**src/rtl/button_pulse_generator.sv**
```systemverilog
// Push-button conditioner: 2-flop sync, per-bit debounce, press-edge detect and
// priority serializer giving one active-low pulse per press. BTN_AUTOREPEAT_EN adds auto-repeat.
module button_pulse_generator #(
  parameter int DEBOUNCE_CYCLES = 16,
  parameter int REPEAT_DELAY    = 32,
  parameter int REPEAT_PERIOD   = 8
) (
  input  logic       clk,
  input  logic       reset,
  input  logic [3:0] rawBtn,
  output logic [3:0] outBtn,
  output logic [3:0] btnLevel
);

  localparam int CW = (DEBOUNCE_CYCLES > 2) ? $clog2(DEBOUNCE_CYCLES) : 1;
  localparam logic [CW-1:0] CNT_LAST = CW'(DEBOUNCE_CYCLES - 1);

  if (DEBOUNCE_CYCLES < 2 || REPEAT_DELAY < 1 || REPEAT_PERIOD < 1) begin : gBadParam
    $error("button_pulse_generator: illegal parameter value");
  end

  logic [3:0]    sync1;
  logic [3:0]    sync2;
  logic [3:0]    st;
  logic [3:0]    stD;
  logic [CW-1:0] cnt [4];
  logic [3:0]    pend;
  logic [3:0]    pressEv;
  logic [3:0]    repReq;
  logic [3:0]    pendNext;
  logic [3:0]    grant;
  logic [1:0]    grantIdx;

  always_ff @(posedge clk or negedge reset) begin
    if (!reset) begin
      sync1 <= '1;
      sync2 <= '1;
    end else begin
      sync1 <= rawBtn;
      sync2 <= sync1;
    end
  end

  always_ff @(posedge clk or negedge reset) begin
    if (!reset) begin
      st  <= '1;
      stD <= '1;
      for (int unsigned i = 0; i < 4; i++) begin
        cnt[i] <= '0;
      end
    end else begin
      stD <= st;
      for (int unsigned i = 0; i < 4; i++) begin
        if (sync2[i] == st[i]) begin
          cnt[i] <= '0;
        end else if (cnt[i] == CNT_LAST) begin
          st[i]  <= sync2[i];
          cnt[i] <= '0;
        end else begin
          cnt[i] <= cnt[i] + CW'(1);
        end
      end
    end
  end

  assign btnLevel = st;
  assign pressEv  = stD & ~st;

  always_comb begin
    pendNext = pend | pressEv | repReq;
    grant    = '0;
    grantIdx = '0;
    if (pendNext[3]) begin
      grant    = 4'b1000;
      grantIdx = 2'd3;
    end else if (pendNext[2]) begin
      grant    = 4'b0100;
      grantIdx = 2'd2;
    end else if (pendNext[1]) begin
      grant    = 4'b0010;
      grantIdx = 2'd1;
    end else if (pendNext[0]) begin
      grant    = 4'b0001;
      grantIdx = 2'd0;
    end
  end

  always_ff @(posedge clk or negedge reset) begin
    if (!reset) begin
      pend   <= '0;
      outBtn <= '1;
    end else begin
      pend   <= pendNext & ~grant;
      outBtn <= ~grant;
    end
  end

`ifdef BTN_AUTOREPEAT_EN
  localparam int RMAX = (REPEAT_DELAY > REPEAT_PERIOD) ? REPEAT_DELAY : REPEAT_PERIOD;
  localparam int RW   = $clog2(RMAX + 1);

  logic [RW-1:0] repCnt;
  logic [1:0]    owner;
  logic          repActive;
  logic [3:0]    realPend;
  logic [3:0]    realNext;

  // realPend tracks which pending bits came from an actual press, so that
  // emitting a repeat pulse does not restart the initial repeat delay.
  always_comb begin
    realNext = realPend | pressEv;
    repReq   = '0;
    if (repActive && !st[owner] && repCnt == '0) begin
      repReq[owner] = 1'b1;
    end
  end

  always_ff @(posedge clk or negedge reset) begin
    if (!reset) begin
      repCnt    <= '0;
      owner     <= '0;
      repActive <= 1'b0;
      realPend  <= '0;
    end else begin
      realPend <= realNext & ~grant;
      if (|(grant & realNext)) begin
        owner     <= grantIdx;
        repCnt    <= RW'(REPEAT_DELAY - 1);
        repActive <= 1'b1;
      end else if (repActive) begin
        if (st[owner]) begin
          repActive <= 1'b0;
        end else if (repCnt == '0) begin
          repCnt <= RW'(REPEAT_PERIOD - 1);
        end else begin
          repCnt <= repCnt - RW'(1);
        end
      end
    end
  end
`else
  assign repReq = '0;
`endif

endmodule

```
**config.mk**
```make
export PLATFORM = sky130hd
export DESIGN_NAME = button_pulse_generator
export DESIGN_NICKNAME = d
export VERILOG_FILES = /design/src/rtl/button_pulse_generator.sv
export SDC_FILE = /design/constraint.sdc
export NUM_CORES = 1
export LEC_CHECK = 0
export BUFFER_PORTS_ARGS = -buffer_cell sky130_fd_sc_hd__buf_4
export CAP_MARGIN = 20
export CORE_UTILIZATION = 58
export DETAILED_ROUTE_END_ITERATION = 10
export PLACE_DENSITY = 0.78
export SLEW_MARGIN = 20
export SYNTH_ARGS = -nofsm -noshare
export SYNTH_HDL_FRONTEND = slang
export SYNTH_SLANG_ARGS = --single-unit
```
**constraint.sdc**
```tcl
create_clock -name clk -period 2.3 [get_ports clk]
set_input_delay 0.23 -clock clk [delete_from_list [all_inputs] [get_ports clk]]
set_output_delay 0.23 -clock clk [all_outputs]
set_load 0.1 [all_outputs]
```
======== Word level (Yosys, flattened, before mapping) ========
Index checks and enable logic that the tools add are counted.
word-level totals
  register bits ........................... 40
  latch bits .............................. 0
  memory bits (writable) .................. 0
  memory bits (read-only) ................. 0
  output and inout bits ................... 8
  word-level logic and storage cells ...... 50
  memories ................................ 0
operators by class
  add/subtract/negate cells ............... 4
  $mul .................................... 0
  divide/modulo/power cells ............... 0
  order comparisons ....................... 0
  equal/unequal tests ..................... 8
  shifts and indexed selects .............. 0
  mux-type cells .......................... 12
  bitwise operators ....................... 9
  reductions and logical operators ........ 4
operators with widths
  cell                                                            number
  4-bit two-way mux                                               10
  4-bit by 1-bit adder with 4-bit output (second input constant)  4
  4-bit == test (second input constant)                           4
  4-bit AND                                                       2
  4-bit inverter                                                  2
  2-bit AND reduction                                             4
  1-bit == test                                                   4
  1-bit inverter                                                  4
  4-bit OR                                                        1
  2-bit two-way mux                                               1
  1-bit two-way mux                                               1

======== Longest topological paths before layout ========
Gate-level depths: netlist of run 1.
  depth after elaboration ................. 9
  depth in mapped cells ................... 4
  gate-level depth less buffers ........... 4

======== Worst setup path before layout of run 1 ========
Ideal clock, no wire load.
  path kind ............................... register to register
  from .................................... register st[3] (netlist: btnLevel[3])
  to ...................................... register pend[0]
  library setup time ...................... 127 ps
  data arrival time ....................... 1300 ps
  required time ........................... 2173 ps
  slack ................................... 873 ps
  stages on the path, launching flop included .. 4
  buffers on the path ..................... 0
  clock period less this slack ............ 1427 ps
  cell sequence ........................... dfstp_2 nor2b_2 nor3_4 a2bb2oi_1
on the way
  cells in the longest elaborated chain, start to end .. 6
RTL lines
  item                               RTL line  text
  from (decl)                        24        logic [3:0] st;
  from (signal, indexed assignment)  57        st[i] <= sync2[i];
  4-bit inverter                     67        assign pressEv = stD & ~st;
  4-bit AND                          67
  4-bit OR                           70        pendNext = pend | pressEv | repReq;
  4-bit two-way mux                  73        if (pendNext[3]) begin
  4-bit inverter                     93        pend <= pendNext & ~grant;
  4-bit AND                          93
  to (signal assigned)               93
  to (decl)                          27        logic [3:0] pend;
Every way passes these cells.
A chain may end at the register's enable or synchronous reset.

======== Worst setup path in the final report of run 1 ========
  from .................................... register st[2] (netlist: btnLevel[2])
  to ...................................... output btnLevel[2]
RTL lines
  item       RTL line  text
  to (decl)  12        output logic [3:0] btnLevel
No word-level cell between the ends.

==> results.sh, run 1 <==
export IMPL_status="completed"
export IMPL_fmaxAchievable_mhz=679
export IMPL_yosys_area_share_adder_pct=3.30
export IMPL_crit_required_ns=2.07
export IMPL_diodes=0
export IMPL_grt_max_degree=40
export IMPL_worstSetupPathType="reg2out"
export IMPL_cts_num_sinks=39
export IMPL_vias_per_cell=5.24
export IMPL_leakage_nw=0.733
export IMPL_synthSimpleGateAreaFrac_pct=14.7
export IMPL_finalWorstSetupSlack_ns=0.827
export IMPL_ys_top_cells_by_count="dfstp_2, dfrtp_1, a21oi_1, xnor2_1, nor2_1"
export IMPL_ys_types=21
export IMPL_drtAntennaViolNets=0
export IMPL_min_path_cells=0
export IMPL_die_w_um=53.1
export IMPL_r2r_end="btnLevel[2]$_DFFE_PN1P_"
export IMPL_avgRoutedWirePerCell_um=12.8
export IMPL_die_area_mm2=0.00282
export IMPL_rows=18
export IMPL_vias=839
export IMPL_cts_buffers=5
export IMPL_synthCells=105
export IMPL_hpwl_um=1380
export IMPL_holdCritPathClass="reg2reg"
export IMPL_syn_avg_cell_area_um2=14.4
export IMPL_regToRegSetupSlack_ns=1.14
export IMPL_hold_viol_final=0
export IMPL_final_cells=160
export IMPL_cp_cell_sequence="buf_4"
export IMPL_setup_tns_ns=0
export IMPL_start_util_pct=61.2
export IMPL_slew_headroom_pct=69.9
export IMPL_cp_num_buf_inv=1
export IMPL_async_reset_ff_share_pct=100
export IMPL_synth_seq_cells=39
export IMPL_netlist_area_mm2=0.00152
export IMPL_drc=0
export IMPL_maxCapViolations=0
export IMPL_syn_nets=115
export IMPL_ff2ff_path_depth=3
export IMPL_routabilityCongestion=0.674
export IMPL_synth_edf_count=0
export IMPL_synth_area_leaders="dfstp_2, dfrtp_1, xnor2_1, mux2_4, ha_1"
export IMPL_powerDensity_mw_per_mm2=643
export IMPL_crit_family="flip-flops"
export IMPL_drt_initial_drc_count=6
export IMPL_synth_top_cell_by_area="dfstp_2"
export IMPL_min_to="sync2[0]$_DFF_PN1_"
export IMPL_crit_fanout=5
export IMPL_finalCriticalPeriod_ns=1.47
export IMPL_cts_root_buffer="clkbuf_4"
export IMPL_rsz0062_at_grt="false"
export IMPL_worst_pin_slew_ns=0.452
export IMPL_holdWs_ns=0.361
export IMPL_fp_dieH_um=53.1
export IMPL_period_share_pct=64.0
export IMPL_crit_cells=1
export IMPL_first_pass_iters=4
export IMPL_synth_compound_area_share_pct=5.94
export IMPL_ir_drop_mv=0.557
export IMPL_finClkSkew_ns=0.00623
export IMPL_ys_flop_type="dfstp_2"
export IMPL_synth_top_area_share_pct=34.7
export IMPL_synth_xor_area_share_pct=4.62
export IMPL_yosysMostFrequentCell="dfstp_2"
export IMPL_cts_tree="done"
export IMPL_dp_slack_ns=1.15
export IMPL_htreeDepth=2
export IMPL_clk_path_buf_depth=2
export IMPL_fp_coreArea_mm2=0.00248
export IMPL_design_portCount=14
export IMPL_synth_top_family_by_area="simple AND/OR/NAND/NOR gates"
export IMPL_drt_wl_total_um=2050
export IMPL_grt_usage_pct=17.3
export IMPL_dp_cells=148
export IMPL_slowest_stage="dfstp_2"
export IMPL_setup_viol=0
export IMPL_overflow=0
export IMPL_hold_start="sync1[0]$_DFF_PN1_"
export IMPL_drive_above_1_share_pct=42.3
export IMPL_cts_resized=0
export IMPL_slowest_delay_ns=0.60
export IMPL_yosysSeqAreaShare_pct=66.0
export IMPL_maxSlewViolCount=0
export IMPL_grt_pass1_wl_um=3280
export IMPL_nNetsFinal=140
export IMPL_insertion_delay_ns=0.33
export IMPL_first_global_vias=794
export IMPL_yosys_warnings=0
export IMPL_cp_arrival_ns=1.24
export IMPL_synthMuxAreaShare_pct=3.96
export IMPL_antenna_found_initial=0
export IMPL_syn_to_final_growth_pct=15.2
export IMPL_startpoint_type="flip-flop"
export IMPL_clkSlewWorstSetupHoldPaths_ns=0.11
export IMPL_post_cts_setup_buffers=0
export IMPL_portBuffers=13
export IMPL_r2r_start="cnt[4]$_DFF_PN0_"
export IMPL_end_kind="output pin"
-- registers in the layout (all words and copies together), names as in the netlist --
name	count
cnt	16
btnLevel	4
outBtn	4
stD	4
sync1	4
sync2	4
pend	3
-- metal layers --
metal	GRT usage, %	up-vias	routed length [um]
li1	-	406	-
met1	21.2	406	913
met2	26.2	21	985
met3	6.90	6	115
met4	9.21	0	35
met5	0	-	0
-- cell families after synthesis --
group / Yosys count
xor gates and xnor gates: 8
adders and majority gates: 4
DFF: 39
buffers and inverters: 6
muxes: 4
and+or+nand+nor: 28
AOI/OAI and AO/OA: 16
-- worst max-delay path by stage --
stage,start,to,slack [ns]
after global routing,btnLevel[3]$_DFFE_PN1P_,btnLevel[3],0.79
final,btnLevel[2]$_DFFE_PN1P_,btnLevel[2],0.83
after floorplan,btnLevel[3]$_DFFE_PN1P_,pend[0]$_DFF_PN0_,0.87
after global placement,cnt[0]$_DFF_PN0_,btnLevel[3]$_DFFE_PN1P_,1.19
after detailed placement,cnt[0]$_DFF_PN0_,btnLevel[3]$_DFFE_PN1P_,1.15
after CTS,btnLevel[2]$_DFFE_PN1P_,btnLevel[2],0.81
-- through the flow --
| stage | utilization [%] | total power (W) | instance area, um2 |
|---|---|---|---|
| finish | 70.5 | 0.00112 | 1750 |
| global route | 70.5 | 0.00118 | 1750 |
| CTS | 70.5 | 0.00114 | 1750 |
| detailed placement | 66.7 | 0.000816 | 1650 |
| global placement | 66.7 | 0.000810 | 1650 |
| floorplan | - | 0.000785 | 1520 |
-- where the power goes --
group / internal, W / total, W / switching (W)
combinational: 0.0000352 / 0.0000708 / 0.0000356
clock: 0.000115 / 0.000314 / 0.000199
sequential: 0.000717 / 0.000739 / 0.0000220
-- cell usage in the layout (no fill, tap or decap) --
master,netlist,final
nor2_1,7,7
o21ai_0,4,4
dfstp_2,20,20
nand3_2,4,4
a2bb2oi_1,1,1
inv_2,1,1
nor3_4,1,1
o21ai_1,1,1
a21oi_1,8,8
inv_1,5,5
clkbuf_1,0,2
clkbuf_4,0,5
ha_1,4,4
a21oi_2,1,1
o211ai_1,1,1
xnor2_1,8,8
dlygate4sd3_1,0,5
nor3b_2,4,4
mux2_4,4,4
nand4b_1,4,4
dfrtp_1,19,19
buf_4,0,13
nor2b_2,2,2
nor2b_1,5,5
nand2b_1,1,1
-- cell type report --
| type | count | area, um2 |
|---|---|---|
| inverters | 6 | 22.5 |
| fillers | 182 | 731 |
| well taps | 30 | 37.5 |
| repair buffers | 18 | 148 |
| clock buffers | 7 | 45.0 |
| multi-input cells | 60 | 493 |
| flip-flops and latches | 39 | 1000 |
-- what timing repair did --
item | in CTS | in global routing
endpoints found under the hold margin | 23 | 0
hold buffers | 5 | 0
endpoints found under the setup margin | 0 | 0
No activity file was read; power rests on OpenSTA's default activity.
==> run 2, diff against run 1 <==
Settings changed: CORE_UTILIZATION 58 to 56, PLACE_DENSITY 0.78 to 0.76.
Clock period 2.3 ns to 1.4 ns, I/O delays scaled along.
==> run 2 against run 1 <==
Net effect: routed wire length is 6.5% higher; global-route usage is 1.2 points higher; critical path type unchanged; clock skew hardly changed; critical path depth stayed put; via count is 1.1% higher.
==> results.sh, run 2 (same netlist as run 1, synthesis figures left out) <==
export IMPL_sw_frac_of_total_pct=22.3
export IMPL_finalCriticalPeriod_ns=1.34
export IMPL_setup_viol=0
export IMPL_start_util_pct=60.1
export IMPL_drt_initial_drc_count=11
export IMPL_crit_family="flip-flops"
export IMPL_leakage_nw=0.752
export IMPL_cts_tree="done"
export IMPL_switchingPower_w=0.000440
export IMPL_slew_headroom_pct=69.8
export IMPL_final_cell_mix="dfstp_2, dfrtp_1, buf_4"
export IMPL_drive_above_1_share_pct=43.5
export IMPL_finalWorstSetupSlack_ns=0.0560
export IMPL_startpoint_type="flip-flop"
export IMPL_p_int_w=0.00153
export IMPL_crit_required_ns=1.26
export IMPL_clk_path_buf_depth=2
export IMPL_worstSetupPathType="reg2out"
export IMPL_vias_per_cell=5.27
export IMPL_worst_pin_slew_ns=0.453
export IMPL_die_area_mm2=0.00292
export IMPL_drc=0
export IMPL_seq_power_share_pct=61.7
export IMPL_holdCritPathClass="in2async"
export IMPL_overflow=0
export IMPL_status="completed"
export IMPL_htreeDepth=2
export IMPL_diodes=0
export IMPL_die_w_um=54.0
export IMPL_insertion_delay_ns=0.34
export IMPL_grt_pass1_wl_um=3530
export IMPL_rsz0062_at_grt="false"
export IMPL_clkSlewWorstSetupHoldPaths_ns=0.11
export IMPL_routabilityCongestion=0.691
export IMPL_first_global_vias=817
export IMPL_maxSlewViolCount=0
export IMPL_rows=18
export IMPL_powerDensity_mw_per_mm2=1100
export IMPL_nNetsFinal=140
export IMPL_hpwl_um=1470
export IMPL_drtAntennaViolNets=0
export IMPL_drt_wl_total_um=2180
export IMPL_crit_fanout=5
export IMPL_hold_viol_final=0
export IMPL_portBuffers=13
export IMPL_grt_usage_pct=18.5
export IMPL_largest_reg_flops=16
export IMPL_finClkSkew_ns=0.00624
export IMPL_design_portCount=14
export IMPL_ff2ff_path_depth=3
export IMPL_regMostFlops="cnt"
export IMPL_antenna_found_initial=0
export IMPL_crit_cells=1
export IMPL_cp_arrival_ns=1.20
export IMPL_fp_coreArea_mm2=0.00252
export IMPL_cp_num_buf_inv=1
export IMPL_syn_to_final_growth_pct=18.6
export IMPL_combinationalPowerShare_pct=5.8
export IMPL_ir_drop_mv=0.994
export IMPL_maxCapViolations=0
export IMPL_end_kind="output pin"
export IMPL_cp_cell_sequence="buf_12"
export IMPL_vias=848
export IMPL_setup_tns_ns=0
export IMPL_slowest_stage="dfstp_4"
export IMPL_cts_buffers=5
export IMPL_holdWs_ns=0.284
export IMPL_slowest_delay_ns=0.68
export IMPL_power_total_w=0.00197
export IMPL_dp_slack_ns=0.251
export IMPL_cts_root_buffer="clkbuf_4"
export IMPL_avgRoutedWirePerCell_um=13.6
export IMPL_grt_max_degree=40
export IMPL_pwr_share_clk_pct=32.5
export IMPL_first_pass_iters=4
export IMPL_period_share_pct=96.0
export IMPL_fmaxAchievable_mhz=744
export IMPL_cts_num_sinks=39
export IMPL_fp_dieH_um=54.0
==> run 2: path summary, 6_finish.rpt <==
kind | to | slack (ns) | from
setup / recovery | btnLevel[3] | 0.06 | btnLevel[3]$_DFFE_PN1P_
hold / removal | cnt[11]$_DFF_PN0_ | 0.28 | reset
setup reg to reg | pend[0]$_DFF_PN0_ | 0.23 | btnLevel[3]$_DFFE_PN1P_
hold reg to reg | sync2[2]$_DFF_PN1_ | 0.36 | sync1[2]$_DFF_PN1_
max in group asynchronous | sync1[3]$_DFF_PN1_ | 0.76 | reset
min in group clk | sync2[2]$_DFF_PN1_ | 0.36 | sync1[2]$_DFF_PN1_
==> run 2: per-layer routing <==
layer  global-route usage [%]  share of wire, %  wire length (um)  vias to the layer above
li1                         -                 -                 -                      406
met3                     9.89               5.2               114                        7
met2                     28.2                48              1050                       18
met5                        0                 0                 0                        -
met4                     8.97               2.2                49                        0
met1                     21.3                44               970                      417
==> run 2: power groups by stage <==
stage	logic (W)	clock network [W]	registers (W)
after floorplan	0.0000616	0	0.00123
after global placement	0.000103	0	0.00123
after detailed placement	0.000106	0	0.00123
after CTS	0.000118	0.000676	0.00122
after global routing	0.000134	0.000717	0.00122
final	0.000115	0.000640	0.00122
==> run 2: final cells by class <==
| type | instances | area, um2 |
|---|---|---|
| sequential | 39 | 1000 |
| timing repair buffer | 18 | 171 |
| clock buffer | 8 | 68.8 |
| fill | 170 | 724 |
| multi-input combinational | 60 | 493 |
| tap | 30 | 37.5 |
| inverter | 6 | 22.5 |
==> run 2: timing repair <==
action / in CTS / in global routing
cloned: 0 / 0
hold endpoints to repair: 23 / 0
endpoints found under the setup margin: 4 / 1
resized for setup: 5 / 1
hold buffers: 5 / 0
buffers inserted: 0 / 0
==> run 2: through the flow <==
step | util (%) | area, um2 | cells
global route | 71.3 | 1800 | 161
global placement | 65.6 | 1660 | 148
CTS | 71.1 | 1790 | 161
finish | 71.3 | 1800 | 161
detailed placement | 65.6 | 1660 | 148
floorplan | - | 1520 | 105
==> run 3, diff against run 2 <==
Settings changed: PLACE_DENSITY 0.76 to 0.85.
==> run 3 against run 2 <==
Net effect: sequential power about the same; hold slack gained 0.0081 ns; routed wire length increased by 0.18%; first-iteration DRC count is 64% lower.
==> results.sh, run 3 (same netlist as run 1, synthesis figures left out) <==
export IMPL_slowest_delay_ns=0.67
export IMPL_syn_to_final_growth_pct=19.7
export IMPL_maxSlewViolCount=0
export IMPL_final_cell_mix="dfstp_2, dfrtp_1, buf_4"
export IMPL_startpoint_type="flip-flop"
export IMPL_period_share_pct=95.5
export IMPL_cp_num_buf_inv=1
export IMPL_antenna_found_initial=0
export IMPL_first_global_vias=838
export IMPL_post_cts_setup_buffers=0
export IMPL_fmaxAchievable_mhz=748
export IMPL_fp_dieH_um=54.0
export IMPL_portBuffers=13
export IMPL_holdWs_ns=0.292
export IMPL_cts_tree="done"
export IMPL_p_int_w=0.00166
export IMPL_die_w_um=54.0
export IMPL_cts_num_sinks=39
export IMPL_cp_cell_sequence="buf_12"
export IMPL_seq_power_share_pct=57.6
export IMPL_finalCriticalPeriod_ns=1.34
export IMPL_diodes=0
export IMPL_crit_fanout=5
export IMPL_setup_viol=0
export IMPL_regMostFlops="cnt"
export IMPL_drt_initial_drc_count=4
export IMPL_htreeDepth=2
export IMPL_met1_usage_pct=21.2
export IMPL_grt_pass1_wl_um=3570
export IMPL_hold_viol_final=0
export IMPL_leakage_nw=0.761
export IMPL_design_portCount=14
export IMPL_drt_wl_total_um=2190
export IMPL_routabilityCongestion=0.761
export IMPL_first_pass_iters=4
export IMPL_status="completed"
export IMPL_sw_frac_of_total_pct=21.5
export IMPL_overflow=0
export IMPL_drive_above_1_share_pct=44.3
export IMPL_met2_usage_pct=28.0
export IMPL_crit_required_ns=1.26
export IMPL_fill_cells=174
export IMPL_switchingPower_w=0.000454
export IMPL_insertion_delay_ns=0.34
export IMPL_use_met3_pct=7.91
export IMPL_drtAntennaViolNets=0
export IMPL_ir_drop_mv=0.790
export IMPL_slowest_stage="dfstp_4"
export IMPL_combinationalPowerShare_pct=5.5
export IMPL_worstSetupPathType="reg2out"
export IMPL_grt_max_degree=40
export IMPL_rows=18
export IMPL_drc=0
export IMPL_pwr_share_clk_pct=36.9
export IMPL_setup_tns_ns=0
export IMPL_clkSlewWorstSetupHoldPaths_ns=0.12
export IMPL_end_kind="output pin"
export IMPL_fp_coreArea_mm2=0.00252
export IMPL_finClkSkew_ns=0.00604
export IMPL_vias_per_cell=5.29
export IMPL_holdCritPathClass="in2async"
export IMPL_nNetsFinal=140
export IMPL_die_area_mm2=0.00292
export IMPL_grt_usage_pct=18.7
export IMPL_maxCapViolations=0
export IMPL_cts_root_buffer="clkbuf_4"
export IMPL_worst_pin_slew_ns=0.481
export IMPL_powerDensity_mw_per_mm2=1160
export IMPL_clk_path_buf_depth=2
export IMPL_slew_headroom_pct=67.7
export IMPL_cp_arrival_ns=1.20
export IMPL_vias=851
export IMPL_hpwl_um=1500
export IMPL_avgRoutedWirePerCell_um=13.6
export IMPL_largest_reg_flops=16
export IMPL_cts_buffers=5
export IMPL_crit_family="flip-flops"
export IMPL_start_util_pct=60.1
export IMPL_rsz0062_at_grt="false"
export IMPL_grt_busiest_layer="met2"
[run 3: cell count changes in the layout (fill, tap and decap cells not counted), sizes merged]
cell    delta
bufinv     +1
clkbuf     -2
clkinv     +1
[run 3: through the flow]
| step | power, W | setup slack [ns] | cell area, um2 | instances | util (%) |
|---|---|---|---|---|---|
| after floorplan | 0.00129 | 0.0268 | 1520 | 105 | - |
| after global placement | 0.00133 | 0.280 | 1660 | 148 | 65.6 |
| after detailed placement | 0.00134 | 0.251 | 1660 | 148 | 65.6 |
| after CTS | 0.00214 | 0.0144 | 1810 | 161 | 71.8 |
| after global routing | 0.00221 | 0.00979 | 1820 | 161 | 72.0 |
| final | 0.00211 | 0.0630 | 1820 | 161 | 72.0 |
[run 3: layer usage]
metal	routed length (um)	vias to the layer above
met5	0	-
met4	73	0
met3	94	9
met2	1040	20
met1	975	413
li1	-	409
[run 3: path summary, 6_finish.rpt]
kind / startpoint / endpoint / slack, ns / depth (start not counted)
worst max-delay path: btnLevel[3]$_DFFE_PN1P_ / btnLevel[3] / 0.06 / 1
worst min-delay path: reset / cnt[2]$_DFF_PN0_ / 0.29 / 2
worst max register to register: cnt[4]$_DFF_PN0_ / btnLevel[2]$_DFFE_PN1P_ / 0.22 / 3
worst min register to register: sync1[2]$_DFF_PN1_ / sync2[2]$_DFF_PN1_ / 0.36 / 0
max in group asynchronous: reset / sync1[2]$_DFF_PN1_ / 0.76 / 2
min in group clk: sync1[2]$_DFF_PN1_ / sync2[2]$_DFF_PN1_ / 0.36 / 0
[run 3: layout make-up]
cell class	instances	area (um2)	area share, %
Multi-Input combinational cell	60	493	27.2
Inverter	6	22.5	1.24
Timing Repair Buffer	18	171	9.44
Tap cell	30	37.5	2.07
Clock inverter	2	35.0	1.93
Sequential cell	39	1000	55.3
Clock buffer	6	51.3	2.83
[run 3: repair_timing]
item,4_1_cts,5_1_grt
hold endpoints to repair,23,0
setup endpoints to repair,4,1
hold buffers,5,0
gates resized for setup,5,1
[run 3: worst reg2reg max path, stage by stage (launching register included)]
cell     delay, ns
dfrtp_1       0.45
ha_1          0.28
nand3_2       0.11
mux2_4        0.29
[run 3: power groups by stage]
stage,registers (W),logic [W],clock network (W)
final,0.00122,0.000117,0.000779
after floorplan,0.00123,0.0000616,0
after global placement,0.00123,0.000102,0
after CTS,0.00122,0.000120,0.000809
after global routing,0.00122,0.000134,0.000851
after detailed placement,0.00123,0.000108,0
